**src/rtl/counter_pkg.sv**
```systemverilog
`default_nettype none
// ============================================================================
//  Module      : counter_pkg
//  Description : Shared encodings for the up/down modulo-N counter family.
//                Mode and direction values match the single-bit control
//                inputs sat and up.
//  Revision    : 1.0  initial release
// ============================================================================
package counter_pkg;

    // Counting mode, as driven on the sat input
    localparam logic MODE_WRAP = 1'b0;
    localparam logic MODE_SAT  = 1'b1;

    // Counting direction, as driven on the up input
    localparam logic DIR_DOWN  = 1'b0;
    localparam logic DIR_UP    = 1'b1;

endpackage : counter_pkg
`default_nettype wire

```
**src/rtl/updown_modn_counter_next.sv**
```systemverilog
`default_nettype none
// ============================================================================
//  Module      : updown_next
//  Description : Combinational next-count and pulse logic for one enabled
//                step of the up/down modulo-N counter.
//                Ports: q, max_r (current count and bound), up, sat (control)
//                       -> q_next, carry_n, borrow_n, sat_n.
//  Revision    : 1.0  initial release
// ============================================================================
module updown_next
    import counter_pkg::*;
#(
    parameter int WIDTH = 4
) (
    input  logic [WIDTH-1:0] q,
    input  logic [WIDTH-1:0] max_r,
    input  logic             up,
    input  logic             sat,
    output logic [WIDTH-1:0] q_next,
    output logic             carry_n,
    output logic             borrow_n,
    output logic             sat_n
);

    always_comb begin
        q_next   = q;
        carry_n  = 1'b0;
        borrow_n = 1'b0;
        sat_n    = 1'b0;

        if (up == DIR_UP) begin
            // Compare first so q+1 never overflows WIDTH bits. The >= branch
            // covers both q==max_r and a q left above a lowered bound.
            if (q < max_r) begin
                q_next = q + WIDTH'(1);
            end else if (sat == MODE_SAT) begin
                q_next = max_r;
                sat_n  = 1'b1;
            end else begin
                q_next  = '0;
                carry_n = 1'b1;
            end
        end else begin
            if (q > max_r) begin
                // Out of range: pull back to the bound without a pulse
                q_next = max_r;
            end else if (q != '0) begin
                q_next = q - WIDTH'(1);
            end else if (sat == MODE_SAT) begin
                sat_n = 1'b1;
            end else begin
                q_next   = max_r;
                borrow_n = 1'b1;
            end
        end
    end

endmodule : updown_next
`default_nettype wire

```
**src/rtl/updown_modn_counter.sv**
```systemverilog
`default_nettype none
// ============================================================================
//  Module      : updown_modn_counter
//  Description : Fully synchronous up/down modulo-N counter with a runtime
//                programmable bound, parallel load and wrap/saturate mode.
//                Ports: clk, rst (sync, active-high), en, up, sat, load,
//                       load_val, max_wr, max_val -> q, qb, tc, ripple_en,
//                       carry, borrow, sat_hit.
//                tc/ripple_en are combinational for cascading; carry,
//                borrow and sat_hit are registered one-cycle pulses.
//  Revision    : 1.0  initial release
// ============================================================================
module updown_modn_counter
    import counter_pkg::*;
#(
    parameter int          WIDTH   = 4,
    parameter int unsigned MAX_RST = 11
) (
    input  logic             clk,
    input  logic             rst,
    input  logic             en,
    input  logic             up,
    input  logic             sat,
    input  logic             load,
    input  logic [WIDTH-1:0] load_val,
    input  logic             max_wr,
    input  logic [WIDTH-1:0] max_val,
    output logic [WIDTH-1:0] q,
    output logic [WIDTH-1:0] qb,
    output logic             tc,
    output logic             ripple_en,
    output logic             carry,
    output logic             borrow,
    output logic             sat_hit
);

    localparam logic [WIDTH-1:0] c_max_rst = WIDTH'(MAX_RST);

    logic [WIDTH-1:0] r_q;
    logic [WIDTH-1:0] r_max;
    logic             r_carry;
    logic             r_borrow;
    logic             r_sat_hit;

    logic [WIDTH-1:0] w_q_next;
    logic             w_carry_n;
    logic             w_borrow_n;
    logic             w_sat_n;
    logic [WIDTH-1:0] w_load_clamped;

    updown_next #(
        .WIDTH (WIDTH)
    ) u_next (
        .q        (r_q),
        .max_r    (r_max),
        .up       (up),
        .sat      (sat),
        .q_next   (w_q_next),
        .carry_n  (w_carry_n),
        .borrow_n (w_borrow_n),
        .sat_n    (w_sat_n)
    );

    // Load clamps against the bound in force on this edge, not a bound
    // being written on the same edge.
    assign w_load_clamped = (load_val > r_max) ? r_max : load_val;

    always_ff @(posedge clk) begin
        if (rst) begin
            r_q       <= '0;
            r_max     <= c_max_rst;
            r_carry   <= 1'b0;
            r_borrow  <= 1'b0;
            r_sat_hit <= 1'b0;
        end else begin
            // Bound register is independent of load/enable; q is untouched
            if (max_wr) begin
                r_max <= max_val;
            end

            if (load) begin
                r_q       <= w_load_clamped;
                r_carry   <= 1'b0;
                r_borrow  <= 1'b0;
                r_sat_hit <= 1'b0;
            end else if (en) begin
                r_q       <= w_q_next;
                r_carry   <= w_carry_n;
                r_borrow  <= w_borrow_n;
                r_sat_hit <= w_sat_n;
            end else begin
                r_carry   <= 1'b0;
                r_borrow  <= 1'b0;
                r_sat_hit <= 1'b0;
            end
        end
    end

    assign q         = r_q;
    assign qb        = ~r_q;
    assign tc        = (up == DIR_UP) ? (r_q == r_max) : (r_q == '0);
    assign ripple_en = en & tc & (sat == MODE_WRAP);
    assign carry     = r_carry;
    assign borrow    = r_borrow;
    assign sat_hit   = r_sat_hit;

endmodule : updown_modn_counter
`default_nettype wire

```
**config.mk**
```make
export PLATFORM = sky130hd
export DESIGN_NAME = updown_modn_counter
export DESIGN_NICKNAME = d
export VERILOG_FILES = /design/src/rtl/counter_pkg.sv /design/src/rtl/updown_modn_counter_next.sv /design/src/rtl/updown_modn_counter.sv
export SDC_FILE = /design/constraint.sdc
export NUM_CORES = 1
export LEC_CHECK = 0
export CAP_MARGIN = 30
export CORE_AREA = 2 2 51 53
export CTS_CLUSTER_DIAMETER = 50
export DETAILED_ROUTE_END_ITERATION = 10
export DIE_AREA = 0 0 53 55
export PLACE_DENSITY = 0.8
export SETUP_SLACK_MARGIN = 0.15
export SYNTH_ARGS = -nofsm -noshare
export SYNTH_HDL_FRONTEND = slang
export SYNTH_HIERARCHICAL = 1
export SYNTH_SLANG_ARGS = --single-unit
```
**constraint.sdc**
```tcl
create_clock -name clk -period 2.85 [get_ports clk]
set_input_delay 0.57 -clock clk [delete_from_list [all_inputs] [get_ports clk]]
set_output_delay 0.57 -clock clk [all_outputs]
set_load 0.005 [all_outputs]
```
==> flow_metrics.tcl <==
set metrics [dict create \
    status "complete, no violations" \
    synthArstFlopShare 0 \
    drtPass1Iterations 4 \
    cts.path.max_buffers 2 \
    skew_ps 2.731 \
    synth_cells 144 \
    die_area_um2 2915 \
    drv_cap 0 \
    synth-edff-count 0 \
    io_buffers 27 \
    max_freq_ghz 0.3928 \
    final_cell_mix "clkdlybuf4s50_1, nand2_1, inv_1" \
    root_buffer "clkbuf_4" \
    r2r_slack_ps 300 \
    ys_ff_latch 11 \
    start_util 0.4519 \
    internal_power_uw 351.9 \
    cts_tree "done" \
    p_comb_frac 0.486 \
    synth_seq_area_share 0.2061 \
    grt_max_degree 13 \
    avgSynthCellArea_um2 7.420 \
    gr-total-overflow 0 \
    cts_hold_buf 0 \
    powerDensity_nw_per_um2 390.2 \
    tightest_slew_ps 436.8 \
    viasPerCell 5.804 \
    ir_drop_mv 0.2562 \
    ant_nets 0 \
    dp_slack_ps 46.59 \
    ys_warn_count 6 \
    p_leak_uw 0.0006141 \
    netSwitchingFraction 0.3742 \
    cts_buffers 3 \
    grt.total_usage 0.2283 \
    h-tree-depth 1 \
    worstPathMaxFanout 12 \
    antenna_found_initial 0 \
    synth_ff_type "dfxtp_1" \
    syn-num-nets 169 \
    crit_chain "inv_1, ha_1, nor2b_4, o211ai_4, a21oi_2, a221o_1, a221o_1, nand2_1, o21ai_0, nand2_1, a221oi_1" \
    std_cell_rows 18 \
    final_nets 205 \
    area_delta_synth_final_pct 34.89 \
    critPathCaptureType "flip-flop" \
    cp_top_family "compound AO/OA/AOI/OAI gates" \
    switchingPower_uw 210.5 \
    worstPathRequired_ps 3020 \
    final_common_cell "clkdlybuf4s50_1" \
    period_share 0.8932 \
    wirelength_mm 3.068 \
    post_drt_wl_per_cell_um 14.68 \
    fin_tns_setup_ps 0 \
    rsz0062_at_grt "no" \
    worstSetupStartpointType "flip-flop" \
    drive_gt1_frac 0.1061 \
    pwr-share-clk 0.185 \
    dr.first_iter.drc_count 59 \
    path_buf_inv 1 \
    dpl.cell_count 205 \
    grt_pass1_wl_mm 4.933 \
    final-instance-count-excl-fill 209 \
    die_h_um 55 \
    final_hold_viol_count 0 \
    ios 28 \
    crit_type "reg2reg" \
    final_core_util 0.6095 \
    grt_pass1_vias 1126 \
    worstPathArrival_ps 2710 \
    p_seq_frac 0.329 \
    hold_class "reg2reg" \
    core_um2 2365 \
    setup_violations 0 \
    slowest_delay_ps 580 \
    drc 0 \
    setup_ws_ps 304.3 \
    vias 1213 \
    nFillCells 225 \
    layout_min_cycle_time_ps 2546 \
    critPathSlowestCell "dfxtp_1" \
    slew_headroom 0.7084 \
    drv_slew 0 \
    cts_sinks 11 \
    clock_latency_ps 260 \
    hpwl_mm 2.408 \
    path_clk_slew_ps 70 \
    synth.distinct_cells 35 \
    antenna_cells 0 \
    die_w_um 53 \
    place.gp.congestion 0.8988 \
    synthesis.area_um2 1069 \
]
worst paths after layout:
check                                      startpoint                     to  cells past startpoint
worst max-delay path                q[0]$_SDFFE_PP0P_      q[1]$_SDFFE_PP0P_                     11
worst min-delay path            r_max[1]$_SDFFE_PP1P_  r_max[1]$_SDFFE_PP1P_                      2
worst max register to register      q[0]$_SDFFE_PP0P_      q[1]$_SDFFE_PP0P_                     11
worst min register to register  r_max[1]$_SDFFE_PP1P_  r_max[1]$_SDFFE_PP1P_                      2
logic make-up after synthesis:
family,after synthesis,synth area share
and+or+nand+nor,62,0.3021
AOI/OAI and AO/OA,37,0.2635
buffers and inverters,19,0.06791
DFF,11,0.2061
adders and majority gates,10,0.1171
xor gates and xnor gates,3,0.02459
muxes,2,0.01874
worst reg2reg max path, stage by stage, from the launching register on:
cell and delay, ps:
dfxtp_1 580, inv_1 150, ha_1 260, nor2b_4 130, o211ai_4 110, a21oi_2 300, a221o_1 270, a221o_1 190
nand2_1 50, o21ai_0 70, nand2_1 70, a221oi_1 280
cell usage after synthesis, drive strengths merged (2+ instances only):
cell type	number	share of area
nand2	16	0.056
a221o	4	0.037
o211ai	10	0.083
nor2	14	0.049
nor2b	4	0.030
ha	10	0.12
o21ai	9	0.042
or3	2	0.012
nand2b	3	0.018
and3	4	0.023
nand3	8	0.037
dfxtp	11	0.21
mux2i	2	0.019
a21oi	6	0.039
a221oi	4	0.033
nor3	6	0.028
inv	17	0.060
xnor2	2	0.016
power groups by stage:
stage / combinational, uW / clock (uW) / sequential [uW]
2_1_floorplan: 160 / 0 / 188
3_3_place_gp: 260 / 0 / 187
3_5_place_dp: 268 / 0 / 188
4_1_cts: 268 / 106 / 184
5_1_grt: 301 / 116 / 187
6_report: 273 / 104 / 185
what timing repair did:
action                     4_1_cts  5_1_grt
setup endpoints to repair        2        3
resized for setup                2        1
setup buffers                    0        0
gates cloned                     0        0
hold endpoints to repair         0        0
flip-flops by register name, summed over array words and instances (netlist names):
name,cells
q,4
r_max,4
borrow,1
carry,1
sat_hit,1
routing by layer:
layer / GRT usage / wire length [um]
met1: 0.2627 / 1250
met2: 0.4292 / 1599
met3: 0.01882 / 182
met4: 0.1068 / 36
met5: 0 / 0
per-stage QoR:
stage | area [um^2] | hold slack, ps | power [uW]
after floorplan | 1069 | 522.5 | 348.5
after global placement | 1413 | 577.2 | 446.6
after detailed placement | 1413 | 593.7 | 455.5
after CTS | 1436 | 605.2 | 558.4
after global routing | 1441 | 656.0 | 604.0
final | 1441 | 598.8 | 562.4
layout make-up:
class                           instances  area (um^2)  share of cell area
Timing Repair Buffer                   33        312.8              0.2170
Multi-Input combinational cell        114        780.7              0.5417
Inverter                               17        63.81             0.04427
Tap cell                               30        37.54             0.02604
Sequential cell                        11        220.2              0.1528
Clock buffer                            4        26.28             0.01823
No activity file was read; power rests on OpenSTA's default activity.
